$ cat config.mk
export PLATFORM = sky130hd
export DESIGN_NAME = gcd_engine
export DESIGN_NICKNAME = d
export VERILOG_FILES = /design/src/rtl/gcd_engine.sv
export SDC_FILE = /design/constraint.sdc
export NUM_CORES = 1
export LEC_CHECK = 0
export BUFFER_PORTS_ARGS = -buffer_cell sky130_fd_sc_hd__buf_2
export CAP_MARGIN = 20
export CORE_AREA = 2 2 148 107
export DETAILED_ROUTE_END_ITERATION = 10
export DIE_AREA = 0 0 150 109
export MAX_ROUTING_LAYER = met4
export PLACE_DENSITY = 0.69
export RECOVER_POWER = 50
export SLEW_MARGIN = 20
export SYNTH_ARGS = -nofsm -noshare
export SYNTH_HDL_FRONTEND = slang
export SYNTH_SLANG_ARGS = --single-unit
$ cat constraint.sdc
create_clock -name clk -period 3.91 [get_ports clk]
set_clock_uncertainty 0.15 [all_clocks]
set_input_delay 0 -clock clk [delete_from_list [all_inputs] [get_ports clk]]
set_output_delay 0 -clock clk [all_outputs]
set_load 0.05 [all_outputs]
$ cat src/rtl/gcd_engine.sv
// Handshaked GCD unit: one operand pair in flight, solved by subtractive Euclid
// (mode 0) or binary Stein (mode 1); result, iteration count and zero flag held until consumed.
module gcd_engine #(
   parameter int WIDTH = 16,
   parameter int CNT_W = 16
) (
   input  logic             clk,
   input  logic             rst_n,
   input  logic             in_valid,
   output logic             in_ready,
   input  logic [WIDTH-1:0] in_a,
   input  logic [WIDTH-1:0] in_b,
   input  logic             in_mode,
   output logic             out_valid,
   input  logic             out_ready,
   output logic [WIDTH-1:0] out_gcd,
   output logic [CNT_W-1:0] out_iters,
   output logic             out_zero
);

   localparam int K_W = $clog2(WIDTH + 1);

   typedef enum logic [2:0] {
      S_IDLE  = 3'd0,
      S_CHECK = 3'd1,
      S_SUB   = 3'd2,
      S_BIN   = 3'd3,
      S_DONE  = 3'd4
   } state_t;

   state_t           state_q, state_d;
   logic [WIDTH-1:0] a_q, a_d, b_q, b_d, gcd_q, gcd_d;
   logic [K_W-1:0]   k_q, k_d;
   logic [CNT_W-1:0] count_q, count_d, iters_q, iters_d, count_inc;
   logic             mode_q, mode_d, zero_q, zero_d;
   logic             a_zero, b_zero, a_eq_b, a_gt_b, a_even, b_even;

   assign a_zero = (a_q == '0);
   assign b_zero = (b_q == '0);
   assign a_eq_b = (a_q == b_q);
   assign a_gt_b = (a_q > b_q);
   assign a_even = ~a_q[0];
   assign b_even = ~b_q[0];

   // The counter sticks at all-ones instead of wrapping; computation itself carries on.
   assign count_inc = (&count_q) ? count_q : count_q + {{(CNT_W-1){1'b0}}, 1'b1};

   always_ff @(posedge clk) begin
      if (!rst_n) begin
         state_q <= S_IDLE;
         a_q     <= '0;
         b_q     <= '0;
         k_q     <= '0;
         count_q <= '0;
         mode_q  <= 1'b0;
         gcd_q   <= '0;
         iters_q <= '0;
         zero_q  <= 1'b0;
      end else begin
         state_q <= state_d;
         a_q     <= a_d;
         b_q     <= b_d;
         k_q     <= k_d;
         count_q <= count_d;
         mode_q  <= mode_d;
         gcd_q   <= gcd_d;
         iters_q <= iters_d;
         zero_q  <= zero_d;
      end
   end

   always_comb begin
      state_d = state_q;
      case (state_q)
         S_IDLE:  if (in_valid) state_d = S_CHECK;
         S_CHECK: begin
            if (a_zero || b_zero) state_d = S_DONE;
            else if (mode_q)      state_d = S_BIN;
            else                  state_d = S_SUB;
         end
         S_SUB:   if (a_eq_b) state_d = S_DONE;
         S_BIN:   if (a_eq_b) state_d = S_DONE;
         S_DONE:  if (out_ready) state_d = S_IDLE;
         default: state_d = S_IDLE;
      endcase
   end

   always_comb begin
      a_d     = a_q;
      b_d     = b_q;
      k_d     = k_q;
      count_d = count_q;
      mode_d  = mode_q;
      gcd_d   = gcd_q;
      iters_d = iters_q;
      zero_d  = zero_q;
      case (state_q)
         S_IDLE: begin
            if (in_valid) begin
               a_d     = in_a;
               b_d     = in_b;
               mode_d  = in_mode;
               k_d     = '0;
               count_d = '0;
            end
         end
         S_CHECK: begin
            if (a_zero || b_zero) begin
               gcd_d   = a_q | b_q;
               zero_d  = a_zero & b_zero;
               iters_d = '0;
            end
         end
         S_SUB: begin
            count_d = count_inc;
            if (a_eq_b) begin
               gcd_d   = a_q;
               iters_d = count_inc;
               zero_d  = 1'b0;
            end else if (a_gt_b) begin
               a_d = a_q - b_q;
            end else begin
               b_d = b_q - a_q;
            end
         end
         S_BIN: begin
            count_d = count_inc;
            if (a_eq_b) begin
               // Shared factors of two stripped earlier are restored here; cannot overflow.
               gcd_d   = a_q << k_q;
               iters_d = count_inc;
               zero_d  = 1'b0;
            end else if (a_even && b_even) begin
               a_d = a_q >> 1;
               b_d = b_q >> 1;
               k_d = k_q + {{(K_W-1){1'b0}}, 1'b1};
            end else if (a_even) begin
               a_d = a_q >> 1;
            end else if (b_even) begin
               b_d = b_q >> 1;
            end else if (a_gt_b) begin
               a_d = a_q - b_q;
            end else begin
               b_d = b_q - a_q;
            end
         end
         default: ;
      endcase
   end

   always_comb begin
      in_ready  = (state_q == S_IDLE);
      out_valid = (state_q == S_DONE);
   end

   assign out_gcd   = gcd_q;
   assign out_iters = iters_q;
   assign out_zero  = zero_q;

endmodule

# Word level (Yosys, flattened, before mapping)
# Index checks and enable logic that the tools add are counted.
[totals] ff_bits=90 output_inout_bits=35 elab_cells=104 ramBits=0 mem_bits_ro=0 inputBits=37 latch_bits=0 n_memories=0
[classes] n_addsub=4 n_lt_le_gt_ge=1 bitwise_logic=4 n_div=0 n_eq_ne=20 mul=0 shift=1 muxes=41 reduce_logical=22
[op_table] op="$mux W16" n=23
[op_table] op="$pmux W16 S3" n=3
[op_table] op="$pmux W16 S2" n=2
[op_table] op="$logic_not A16 Y1" n=2
[op_table] op="$sub A16 B16 Y16" n=2
[op_table] op="$ne A2 B2 Y1 const B" n=9
[op_table] op="$add A16 B1 Y16 const B" n=1
[op_table] op="$eq A16 B16 Y1" n=1
[op_table] op="$gt A16 B16 Y1" n=1
[op_table] op="$or A16 B16 Y16" n=1
[op_table] op="$reduce_and A16 Y1" n=1
[op_table] op="$shl A16 B5 Y16" n=1
[op_table] op="$mux W5" n=3
[op_table] op="$reduce_and A7 Y1" n=2
[op_table] op="$mux W3" n=4
[op_table] op="$ne A4 B4 Y1 const B" n=3
[op_table] op="$pmux W3 S4" n=1
[op_table] op="$pmux W5 S2" n=1
[op_table] op="$reduce_and A4 Y1" n=2
[op_table] op="$eq A3 B2 Y1 const B" n=2
[op_table] op="$reduce_and A3 Y1" n=2
[op_table] op="$reduce_and A6 Y1" n=1
[op_table] op="$reduce_bool A2 Y1" n=3
[op_table] op="$reduce_bool A3 Y1" n=2
[op_table] op="other kinds (15)" n=20

# Depth between registers and ports, before layout
# Gate-level depths: netlist (run 1).
[logic_depth] word_depth=7 ltp_mapped=13 depth_no_buf=11

# Least setup slack after synthesis (run 1)
# No wires, ideal clock.
[synth_path] path_kind="flip-flop to flip-flop" from="reg a_q[0]" to="reg a_q[10]" path_slack_ns=0.920 arrival_ns=2.707 path_stages_with_launch=14 required_ns=3.627 synth_period_minus_slack_ns=2.990 setup_time_ns=0.133 n_path_buf=2 cell_sequence="dfxtp_1 -> clkbuf_1 -> inv_1 -> ha_1 -> inv_1 -> fa_1 -> nand2b_1 -> a21oi_1 -> o211a_1 -> nor3_1 -> o21ai_1 -> buf_2 -> a222oi_1 -> a21oi_1"
[synth_via] elab_chain_cells=7 elab_cells_between_ends=19 classes_between="add/sub: 1; order compare: 1; eq/ne: 6; mux: 8; bitwise: 1; reduce/logical: 2"
[synth_lines] element="start: declaration" line_no="32" text="logic [WIDTH-1:0] a_q, a_d, b_q, b_d, gcd_q, gcd_d;"
[synth_lines] element="start signal: assignment" line_no="51" text="a_q <= '0;"
[synth_lines] element="start signal: assignment" line_no="61" text="a_q <= a_d;"
[synth_lines] element="$sub A16 B16 Y16" line_no="121, 142"
[synth_lines] element="$mux W16" line_no="141" text="end else if (a_gt_b) begin"
[synth_lines] element="$mux W16" line_no="139" text="end else if (b_even) begin"
[synth_lines] element="$mux W16" line_no="137" text="end else if (a_even) begin"
[synth_lines] element="$mux W16" line_no="133" text="end else if (a_even && b_even) begin"
[synth_lines] element="$mux W16" line_no="128" text="if (a_eq_b) begin"
[synth_lines] element="$pmux W16 S3" line_no="97" text="case (state_q)"
# Parallel ways exist; a longest one is shown, timed or not. The select of a mux whose other input is x is not followed.
# A chain may end at the register's enable or synchronous reset.

# Worst setup path in the final report (run 1)
[layout_path] from="reg b_q[13]" to="reg b_q[15]"
[layout_via] elab_chain_cells=7 elab_cells_between_ends=16 classes_between="add/sub: 1; order compare: 1; eq/ne: 5; mux: 8; reduce/logical: 1"
[layout_lines] element="start: declaration" line_no="32"
[layout_lines] element="start signal: assignment" line_no="52" text="b_q <= '0;"
[layout_lines] element="start signal: assignment" line_no="62" text="b_q <= b_d;"
[layout_lines] element="$sub A16 B16 Y16" line_no="123, 144"
[layout_lines] element="$mux W16" line_no="141"
[layout_lines] element="$mux W16" line_no="139"
[layout_lines] element="$mux W16" line_no="137"
[layout_lines] element="$mux W16" line_no="133"
[layout_lines] element="$mux W16" line_no="128"
[layout_lines] element="$pmux W16 S3" line_no="97"
# Parallel ways exist; a longest one is shown, timed or not. The select of a mux whose other input is x is not followed.

==> impl_metrics.py, run 1 <==
metrics = {
    "clocking": {
        "cts.path.max_buffers": 2,
        "cts_tree": "done",
        "numCtsBuffers": 9,
        "clk_latency_ns": 0.36,
        "htreeDepth": 3,
        "cts_setup_buffers": 0,
        "cts_sinks": 90,
        "clockRootBuffer": "clkbuf_16",
        "clkTransAtPathRegs_ns": 0.07,
    },
    "yosys": {
        "synth_top_family_by_area": "compound AO/OA/AOI/OAI gates",
        "yosys-top-cells-count": "95 x a21oi_1, 90 x dfxtp_1, 81 x o21ai_0, 71 x nand2_1, 63 x nor2_1",
        "synth_area_leaders": "dfxtp_1 24%, ha_1 8.7%, a21oi_1 6.5%, o21ai_0 5.5%, nand2_1 3.6%",
        "async_flop_share_pct": 0,
        "yosysMostFrequentCell": "a21oi_1",
        "muxShareOfSynthArea_pct": 5.54,
        "synth-compound-area-share_pct": 29.4,
        "synth_fp_nets": 1032,
        "ys_ff_latch": 90,
        "syn_inst": 942,
        "synth_top_area_share_pct": 24.5,
        "synth_adder_area_share_pct": 9.22,
        "ys.flop_type": "dfxtp_1",
        "synth_edf_count": 0,
        "yosys_warnings": 0,
        "syn_area_per_cell_um2": 7.81,
        "synthXorXnorAreaFrac_pct": 3.69,
        "yosys.area_share.simple_pct": 20.2,
        "synth_area_um2": 7360,
        "ys_seq_area_share_pct": 24.5,
        "yosys.area.top_type": "dfxtp_1",
        "synthDistinctLibCells": 79,
    },
    "drt": {
        "wl_mm": 24.2,
        "drt_iter0_drc": 1023,
        "drt-vias-per-instance": 6.24,
        "via_count": 7682,
        "wl_per_cell_um": 19.7,
        "drc": 0,
        "dr.pass1.iters": 7,
        "antenna_left": 0,
    },
    "timing": {
        "worstMarginPinSlew_ns": 1.04,
        "min_period_ns": 3.69,
        "rsz0062_at_grt": "no",
        "slew_viol_final": 0,
        "fmax_mhz": 271,
        "hold_viol": 0,
        "worst_hold_slack_ns": 0.103,
        "finalSetupViolCount": 0,
        "period_share_pct": 94.3,
        "slew_headroom_pct": 30.4,
        "tns_ns": 0,
    },
    "global_routing": {
        "grt_overflow": 0,
        "gr-usage-all-layers_pct": 31.0,
        "grt_start_max_net_pins": 57,
        "grt_pass1_vias": 6755,
        "grt_pass1_wl_mm": 38.1,
        "grt_antenna_before_repair": 0,
    },
    "floorplan": {
        "die_area_um2": 16400,
        "pin_count": 72,
        "fp-row-count": 38,
        "initial_utilization_pct": 49.0,
        "die-width_um": 150,
        "die-height_um": 109,
        "core_um2": 15000,
    },
    "power_and_ir_drop": {
        "intPower_w": 0.00378,
        "p_comb_share_pct": 71.5,
        "vdd_drop_max_v": 0.000605,
        "p_leak_nw": 3.27,
        "p_clk_share_pct": 11.3,
        "powerDensity_nw_per_um2": 969,
        "seqPwrFrac_pct": 17.2,
        "swShare_pct": 54.3,
        "p_sw_w": 0.00448,
    },
    "critical_path": {
        "slowest_delay_ns": 0.84,
        "path_max_fanout": 29,
        "cpMostUsedCell": "inv_1",
        "cp.buffers_inverters": 3,
        "crit_chain": "inv_1, ha_1, inv_1, a21oi_1, o31ai_1, buf_4, a32oi_1, and2_1, mux2i_1, o21bai_1",
        "endpoint_kind": "flip-flop",
        "cp_slowest_cell": "and2_1",
        "cp-start-kind": "flip-flop",
        "critPathKind": "flip-flop to flip-flop",
        "cp.required_ns": 4.01,
        "crit_family": "simple AND/OR/NAND/NOR gates",
        "cp.arrival_ns": 3.79,
    },
    "min_path": {
        "hold_path.class": "input port to flip-flop",
    },
    "finish": {
        "final_cell_area_um2": 8520,
        "syn_to_final_growth_pct": 15.8,
        "filler_cell_count": 1451,
        "diodes": 0,
        "num-nets-final": 1117,
        "layout-drive-gt1-share_pct": 11.5,
    },
    "place": {
        "routabilityCongestion": 0.983,
        "portBuffers": 71,
        "dp_hpwl_mm": 18.0,
        "postPlaceCellArea_um2": 7930,
    },
    "run_status": {
        "outcome": "completed",
    },
    "run": {
        "drv_cap": 0,
    },
}
==> final cells by class <==
type	count	area, um^2	area share (%)
Multi-Input combinational cell	727	5030	59.0
Sequential cell	90	1800	21.2
Timing Repair Buffer	141	913	10.7
Clock buffer	13	260	3.06
Tap cell	200	250	2.94
Inverter	58	218	2.56
Clock inverter	3	47.5	0.558
==> repair_timing <==
action / CTS / global route
endpoints found under the hold margin: 33 / 0
hold buffers: 33 / 0
gates resized for setup: 0 / 0
setup endpoints to repair: 0 / 0
==> metal layers <==
| metal | up-vias | track usage [%] | wire length (um) |
|---|---|---|---|
| met5 | - | - | 0 |
| met1 | 3593 | 48.5 | 11800 |
| met3 | 31 | 6.99 | 2770 |
| met2 | 433 | 39.2 | 9360 |
| met4 | 0 | 6.67 | 291 |
| li1 | 3625 | - | - |
==> worst register-to-register path, delay by kind of cell (launching register included) <==
kind / cells / cell delay [ns]
compound gates: 4 / 0.76
fa+ha+maj: 1 / 0.58
buf+inv: 3 / 0.56
flops: 1 / 0.51
mux: 1 / 0.18
simple gates: 1 / 0.84
==> kinds of logic after synthesis <==
logic type | count (synthesis)
compound gates | 330
xor+xnor | 31
fa+ha+maj | 53
buf+inv | 125
flops | 90
mux | 29
simple gates | 284
==> power groups by stage <==
| stage | logic (W) | registers, W | clock network (W) |
|---|---|---|---|
| 4_1_cts | 0.00575 | 0.00140 | 0.000948 |
| 3_5_place_dp | 0.00569 | 0.00142 | 0 |
| 2_1_floorplan | 0.00389 | 0.00164 | 0 |
| 3_3_place_gp | 0.00569 | 0.00142 | 0 |
| 5_1_grt | 0.00638 | 0.00145 | 0.000978 |
| 6_report | 0.00590 | 0.00142 | 0.000934 |
==> flip-flops by register name, summed over array words and instances, names as in the netlist <==
| register | flops |
|---|---|
| out_iters | 16 |
| b_q | 16 |
| a_q | 16 |
| k_q | 5 |
| mode_q | 1 |
| state_q | 3 |
| out_zero | 1 |
| count_q | 16 |
| out_gcd | 16 |
==> layout by cell type, fill, tap and decap left out, drive strengths merged, types with 33 or more instances in the layout <==
master	n
clkbuf	50
inv	57
a21oi	95
nand2	72
o21ai	86
nor2	64
buf	71
dlygate4sd3	33
ha	51
dfxtp	90
==> worst paths after layout <==
kind | startpoint | endpoint | slack, ns | cells past startpoint
setup / recovery | b_q[13]$_SDFFE_PN0P_ | b_q[15]$_SDFFE_PN0P_ | 0.22 | 10
hold / removal | in_b[14] | b_q[14]$_SDFFE_PN0P_ | 0.10 | 5
setup reg to reg | b_q[13]$_SDFFE_PN0P_ | b_q[15]$_SDFFE_PN0P_ | 0.22 | 10
hold reg to reg | out_iters[15]$_SDFFE_PN0P_ | out_iters[15]$_SDFFE_PN0P_ | 0.32 | 2
==> metrics by stage <==
step | power, W | worst slack, ns | cells | util, %
after floorplan | 0.00553 | 0.920 | 942 | -
after global placement | 0.00711 | 0.502 | 1183 | 52.8
after detailed placement | 0.00711 | 0.391 | 1183 | 52.8
after CTS | 0.00811 | 0.358 | 1232 | 57.0
after global routing | 0.00881 | 0.0188 | 1232 | 56.7
final | 0.00825 | 0.223 | 1232 | 56.7
Power figures use the tool's default switching activity.
==> inputs of run 2 (changes only) <==
--- a/config.mk
+++ b/config.mk
@@ -7,11 +7,13 @@
 export LEC_CHECK = 0
 export BUFFER_PORTS_ARGS = -buffer_cell sky130_fd_sc_hd__buf_2
 export CAP_MARGIN = 20
-export CORE_AREA = 2 2 148 107
+export CELL_PAD_IN_SITES_DETAIL_PLACEMENT = 0
+export CELL_PAD_IN_SITES_GLOBAL_PLACEMENT = 1
+export CORE_AREA = 2 2 156 112
 export DETAILED_ROUTE_END_ITERATION = 10
-export DIE_AREA = 0 0 150 109
+export DIE_AREA = 0 0 158 114
 export MAX_ROUTING_LAYER = met4
-export PLACE_DENSITY = 0.69
+export PLACE_DENSITY_LB_ADDON = 0.1
 export RECOVER_POWER = 50
 export SLEW_MARGIN = 20
 export SYNTH_ARGS = -nofsm -noshare
==> constraint.sdc (replaced) <==
create_clock -name clk -period 3.91 [get_ports clk]
set_clock_uncertainty 0.15 [all_clocks]
set_input_delay 0.391 -clock clk [delete_from_list [all_inputs] [get_ports clk]]
set_output_delay 0.391 -clock clk [all_outputs]
set_load 0.05 [all_outputs]
==> run 2 against run 1 <==
  * Final cell count shrank 0.32%
  * Combinational power is essentially flat
  * Non-clock buffer count shrank 35
  * Count of clock-buffer cells in the layout shrank 3
  * Global-route usage shrank 2.0 points
  * Sequential power grew 4%
  * Largest power group unchanged
  * Clock power shrank 1%
  * Utilization shrank 7.6 points
  * Largest cell class unchanged
  * Critical endpoint unchanged
==> impl_metrics.py, run 2 (synthesis results as in run 1) <==
metrics = {
    "run_status": {
        "outcome": "completed",
    },
    "clocking": {
        "cts_tree": "done",
        "cts.path.max_buffers": 2,
        "clockRootBuffer": "clkbuf_16",
        "clk_latency_ns": 0.36,
        "cts_resized": 0,
        "clkTransAtPathRegs_ns": 0.07,
        "cts_sinks": 90,
        "cts_setup_buffers": 0,
        "cts_hold_buf": 0,
        "numCtsBuffers": 9,
        "htreeDepth": 3,
    },
    "floorplan": {
        "initial_utilization_pct": 44.0,
        "fp-row-count": 40,
        "pin_count": 72,
        "core_um2": 16700,
        "die-height_um": 114,
        "die-width_um": 158,
        "die_area_um2": 18000,
    },
    "timing": {
        "min_period_ns": 3.54,
        "hold_viol": 0,
        "fmax_mhz": 282,
        "slew_headroom_pct": 33.9,
        "slew_viol_final": 0,
        "period_share_pct": 90.5,
        "worstMarginPinSlew_ns": 0.991,
        "worst_hold_slack_ns": 0.160,
        "finalSetupViolCount": 0,
        "rsz0062_at_grt": "no",
        "tns_ns": 0,
    },
    "finish": {
        "num-nets-final": 1082,
        "syn_to_final_growth_pct": 11.5,
        "multi_input_area_um2": 5010,
        "regArea_um2": 1800,
        "layout_commonest_cell": "a21oi_1",
        "final_cell_mix": "95 x a21oi_1, 90 x dfxtp_1, 81 x o21ai_0",
        "diodes": 0,
        "filler_cell_count": 1724,
        "layout-drive-gt1-share_pct": 11.6,
    },
    "min_path": {
        "hold_path.class": "input port to flip-flop",
        "hp-start": "in_mode",
        "min_to": "mode_q$_SDFFE_PN0P_",
        "hold_depth": 3,
    },
    "drt": {
        "antenna_left": 0,
        "drc": 0,
        "drt-vias-per-instance": 5.98,
        "dr.pass1.iters": 8,
        "drt_iter0_drc": 927,
        "wl_mm": 25.2,
        "via_count": 7346,
        "wl_per_cell_um": 20.5,
    },
    "power_and_ir_drop": {
        "intPower_w": 0.00376,
        "powerDensity_nw_per_um2": 1010,
        "power_w": 0.00832,
        "p_comb_share_pct": 71.1,
        "swShare_pct": 54.8,
        "p_sw_w": 0.00456,
        "p_clk_share_pct": 11.1,
        "seqPwrFrac_pct": 17.8,
        "p_leak_nw": 3.12,
        "vdd_drop_max_v": 0.000408,
    },
    "critical_path": {
        "cp.required_ns": 4.05,
        "cp.arrival_ns": 3.68,
        "r2r_cells": 10,
        "critPathKind": "flip-flop to flip-flop",
        "endpoint_kind": "flip-flop",
        "path_max_fanout": 29,
        "cp-start-kind": "flip-flop",
        "timing.rr.start": "a_q[5]$_SDFFE_PN0P_",
        "rr_endpoint": "b_q[15]$_SDFFE_PN0P_",
        "r2r_slack_ns": 0.37,
    },
    "place": {
        "portBuffers": 71,
        "dp_hpwl_mm": 19.2,
        "routabilityCongestion": 0.946,
    },
    "run": {
        "drv_cap": 0,
    },
    "global_routing": {
        "gr-usage-all-layers_pct": 29.0,
        "grt_pass1_wl_mm": 38.9,
        "grt_start_max_net_pins": 60,
        "grt_antenna_before_repair": 0,
        "grt_overflow": 0,
        "grt_pass1_vias": 6525,
    },
}
-- run 2: final cells by class --
type / instances / share of cell area, %
sequential: 90 / 22.0
clock buffer: 10 / 2.79
timing repair buffer: 106 / 7.08
tap: 231 / 3.52
inverter: 58 / 2.65
clock inverter: 6 / 0.900
multi-input combinational: 727 / 61.1
-- run 2: critical path, cell delays in order (launching register included) --
cell      delay [ns]
dfxtp_1         0.49
inv_1           0.14
ha_1            0.47
nor4_4          0.45
and4_4          0.35
nand2_1         0.21
a32oi_1         0.46
and2_1          0.24
buf_12          0.18
mux2i_1         0.20
o21bai_1        0.12
-- run 2: worst max path at each step --
stage / start / end / slack (ns) / depth (start not counted)
floorplan: a_q[0]$_SDFFE_PN0P_ / a_q[10]$_SDFFE_PN0P_ / 0.92 / 13
global placement: a_q[7]$_SDFFE_PN0P_ / out_iters[9]$_SDFFE_PN0P_ / 0.46 / 10
detailed placement: a_q[7]$_SDFFE_PN0P_ / out_iters[9]$_SDFFE_PN0P_ / 0.47 / 10
CTS: a_q[5]$_SDFFE_PN0P_ / out_iters[9]$_SDFFE_PN0P_ / 0.45 / 10
global route: a_q[5]$_SDFFE_PN0P_ / out_iters[4]$_SDFFE_PN0P_ / 0.14 / 10
finish: a_q[5]$_SDFFE_PN0P_ / b_q[15]$_SDFFE_PN0P_ / 0.37 / 10
-- run 2: routing by layer --
layer	track usage [%]	vias to the layer above	share of wire [%]
met3	8.47	14	10
met2	36.4	310	38
li1	-	3562	-
met4	4.80	0	0.66
met5	-	-	0
met1	44.9	3460	51
-- run 2: power groups by stage --
stage / clock network, W / registers [W] / logic (W)
after floorplan: 0 / 0.00164 / 0.00389
after global placement: 0 / 0.00150 / 0.00583
after detailed placement: 0 / 0.00149 / 0.00577
after CTS: 0.000939 / 0.00147 / 0.00581
after global routing: 0.000983 / 0.00151 / 0.00641
final: 0.000924 / 0.00148 / 0.00592
-- run 2: stage by stage --
step | cell area [um^2] | utilization (%) | setup WS, ns | instances
floorplan | 7360 | - | 0.920 | 942
global placement | 7970 | 47.7 | 0.460 | 1212
detailed placement | 7970 | 47.7 | 0.467 | 1212
CTS | 8270 | 49.5 | 0.447 | 1228
global route | 8200 | 49.1 | 0.145 | 1228
finish | 8200 | 49.1 | 0.370 | 1228
==> inputs of run 3 (changes only) <==
==> constraint.sdc (replaced) <==
create_clock -name clk -period 3.91 [get_ports clk]
set_clock_uncertainty 0.15 [all_clocks]
set_input_delay 0.782 -clock clk [delete_from_list [all_inputs] [get_ports clk]]
set_output_delay 0.782 -clock clk [all_outputs]
set_load 0.05 [all_outputs]
==> run 3 against run 2 <==
  * The flow now finishes with violations (capacitance limit, slew limit)
  * Fmax down 0.73%
  * Worst hold slack improved by 0.16 ns
  * Power increased by 1.6%
  * Register-to-register slack got worse by 0.03 ns
  * Global-route usage up 1.3 points
  * Final area increased by 0.73%
  * Highest routed layer unchanged
  * Largest power group unchanged
  * Non-clock buffer count rose by 7
  * Worst setup slack worse by 0.026 ns
  * Die area is the same
  * Sequential cell count stayed put
  * Count of clock-buffer cells in the layout unchanged
  * First-iteration DRC count down 3.7%
==> impl_metrics.py, run 3 (synthesis results as in run 1) <==
metrics = {
    "floorplan": {
        "die-width_um": 158,
        "fp-row-count": 40,
        "initial_utilization_pct": 44.0,
        "pin_count": 72,
        "die-height_um": 114,
        "die_area_um2": 18000,
        "core_um2": 16700,
    },
    "power_and_ir_drop": {
        "powerDensity_nw_per_um2": 1020,
        "seqPwrFrac_pct": 16.7,
        "p_sw_w": 0.00466,
        "swShare_pct": 55.2,
        "p_clk_share_pct": 11.2,
        "p_leak_nw": 3.16,
        "vdd_drop_max_v": 0.000513,
        "intPower_w": 0.00379,
        "p_comb_share_pct": 72.0,
    },
    "min_path": {
        "hp-start": "out_iters[14]$_SDFFE_PN0P_",
        "min_to": "out_iters[14]$_SDFFE_PN0P_",
        "hold_depth": 2,
        "hold_path.class": "flip-flop to flip-flop",
    },
    "drt": {
        "drt-vias-per-instance": 5.96,
        "drc": 0,
        "wl_mm": 26.1,
        "wl_per_cell_um": 21.1,
        "dr.pass1.iters": 8,
        "via_count": 7364,
        "antenna_left": 0,
        "drt_iter0_drc": 893,
    },
    "critical_path": {
        "cp-startpoint": "a_q[5]$_SDFFE_PN0P_",
        "r2r_cells": 10,
        "path_max_fanout": 15,
        "cp-start-kind": "flip-flop",
        "r2r_slack_ns": 0.34,
        "rr_endpoint": "out_iters[8]$_SDFFE_PN0P_",
        "cp.arrival_ns": 3.71,
        "timing.rr.start": "a_q[5]$_SDFFE_PN0P_",
        "endpoint_kind": "flip-flop",
        "critPathKind": "flip-flop to flip-flop",
        "cp.required_ns": 4.05,
    },
    "run": {
        "drv_cap": 1,
    },
    "clocking": {
        "cts_sinks": 90,
        "cts.path.max_buffers": 2,
        "clockRootBuffer": "clkbuf_16",
        "htreeDepth": 3,
        "cts_tree": "done",
        "clkTransAtPathRegs_ns": 0.07,
        "cts_setup_buffers": 0,
        "clk_latency_ns": 0.35,
        "numCtsBuffers": 9,
    },
    "timing": {
        "finalSetupViolCount": 0,
        "hold_viol": 0,
        "slew_headroom_pct": -18.1,
        "tns_ns": 0,
        "period_share_pct": 91.2,
        "worstMarginPinSlew_ns": 1.77,
        "slew_viol_final": 42,
        "rsz0062_at_grt": "no",
        "fmax_mhz": 280,
        "min_period_ns": 3.57,
    },
    "place": {
        "postPlaceCellArea_um2": 8010,
        "portBuffers": 71,
        "routabilityCongestion": 0.976,
        "dp_hpwl_mm": 19.7,
    },
    "run_status": {
        "violations": "capacitance limit, slew limit",
        "outcome": "finished, violations left",
    },
    "global_routing": {
        "grt_overflow": 0,
        "gr-usage-all-layers_pct": 30.3,
        "grt_start_max_net_pins": 60,
        "grt_antenna_before_repair": 0,
        "grt_pass1_vias": 6686,
        "grt_pass1_wl_mm": 40.3,
    },
    "finish": {
        "final_cell_mix": "95 x a21oi_1, 90 x dfxtp_1, 81 x o21ai_0",
        "diodes": 0,
        "layout_commonest_cell": "a21oi_1",
        "syn_to_final_growth_pct": 12.3,
        "layout-drive-gt1-share_pct": 12.5,
        "filler_cell_count": 1727,
        "final_cell_area_um2": 8260,
        "num-nets-final": 1089,
    },
}
run 3: final cells by class:
cell class	instances	area, um^2	area share, %
Clock inverter	6	72.6	0.878
Clock buffer	10	239	2.89
Sequential cell	90	1800	21.8
Inverter	58	218	2.63
Tap cell	231	289	3.50
Multi-Input combinational cell	727	5030	60.8
Timing Repair Buffer	113	616	7.45
run 3: worst max-delay path by stage:
stage                                endpoint  slack, ns  cells past startpoint
floorplan                a_q[10]$_SDFFE_PN0P_       0.92                     13
global placement         b_q[15]$_SDFFE_PN0P_       0.40                      9
detailed placement       b_q[15]$_SDFFE_PN0P_       0.32                      9
CTS                      b_q[15]$_SDFFE_PN0P_       0.29                      9
global route        out_iters[8]$_SDFFE_PN0P_       0.13                     10
finish              out_iters[8]$_SDFFE_PN0P_       0.34                     10
run 3: what timing repair did:
item	4_1_cts	5_1_grt
hold buffers	0	0
resized for setup	0	1
endpoints found under the setup margin	0	12
run 3: critical path, stage by stage (launching register included):
cell	delay, ns
dfxtp_1	0.50
inv_1	0.14
ha_1	0.48
nor4_4	0.44
and4_4	0.34
a31oi_2	0.13
or3_1	0.62
buf_4	0.31
nor2_4	0.17
a22oi_1	0.11
nor2b_1	0.11
run 3: metrics by stage:
| stage | std cells | hold slack, ns | total power, W | utilization, % | setup slack (ns) |
|---|---|---|---|---|---|
| finish | 1235 | 0.321 | 0.00845 | 49.4 | 0.344 |
| global route | 1235 | 0.351 | 0.00901 | 49.4 | 0.128 |
| CTS | 1235 | 0.315 | 0.00831 | 49.8 | 0.285 |
| detailed placement | 1219 | 0.305 | 0.00732 | 47.9 | 0.318 |
| global placement | 1219 | 0.301 | 0.00741 | 47.9 | 0.401 |
| floorplan | 942 | 0.294 | 0.00553 | - | 0.920 |
run 3: power groups by stage:
stage | Clock (W) | Sequential, W | Combinational (W)
2_1_floorplan | 0 | 0.00164 | 0.00389
3_3_place_gp | 0 | 0.00142 | 0.00599
3_5_place_dp | 0 | 0.00142 | 0.00591
4_1_cts | 0.000962 | 0.00140 | 0.00594
5_1_grt | 0.000993 | 0.00144 | 0.00658
6_report | 0.000948 | 0.00142 | 0.00609
run 3: metal layers:
| metal | global-route usage, % | wire length, um |
|---|---|---|
| met5 | - | 0 |
| met2 | 37.8 | 9810 |
| met3 | 9.88 | 3100 |
| met1 | 46.0 | 12700 |
| met4 | 6.61 | 430 |
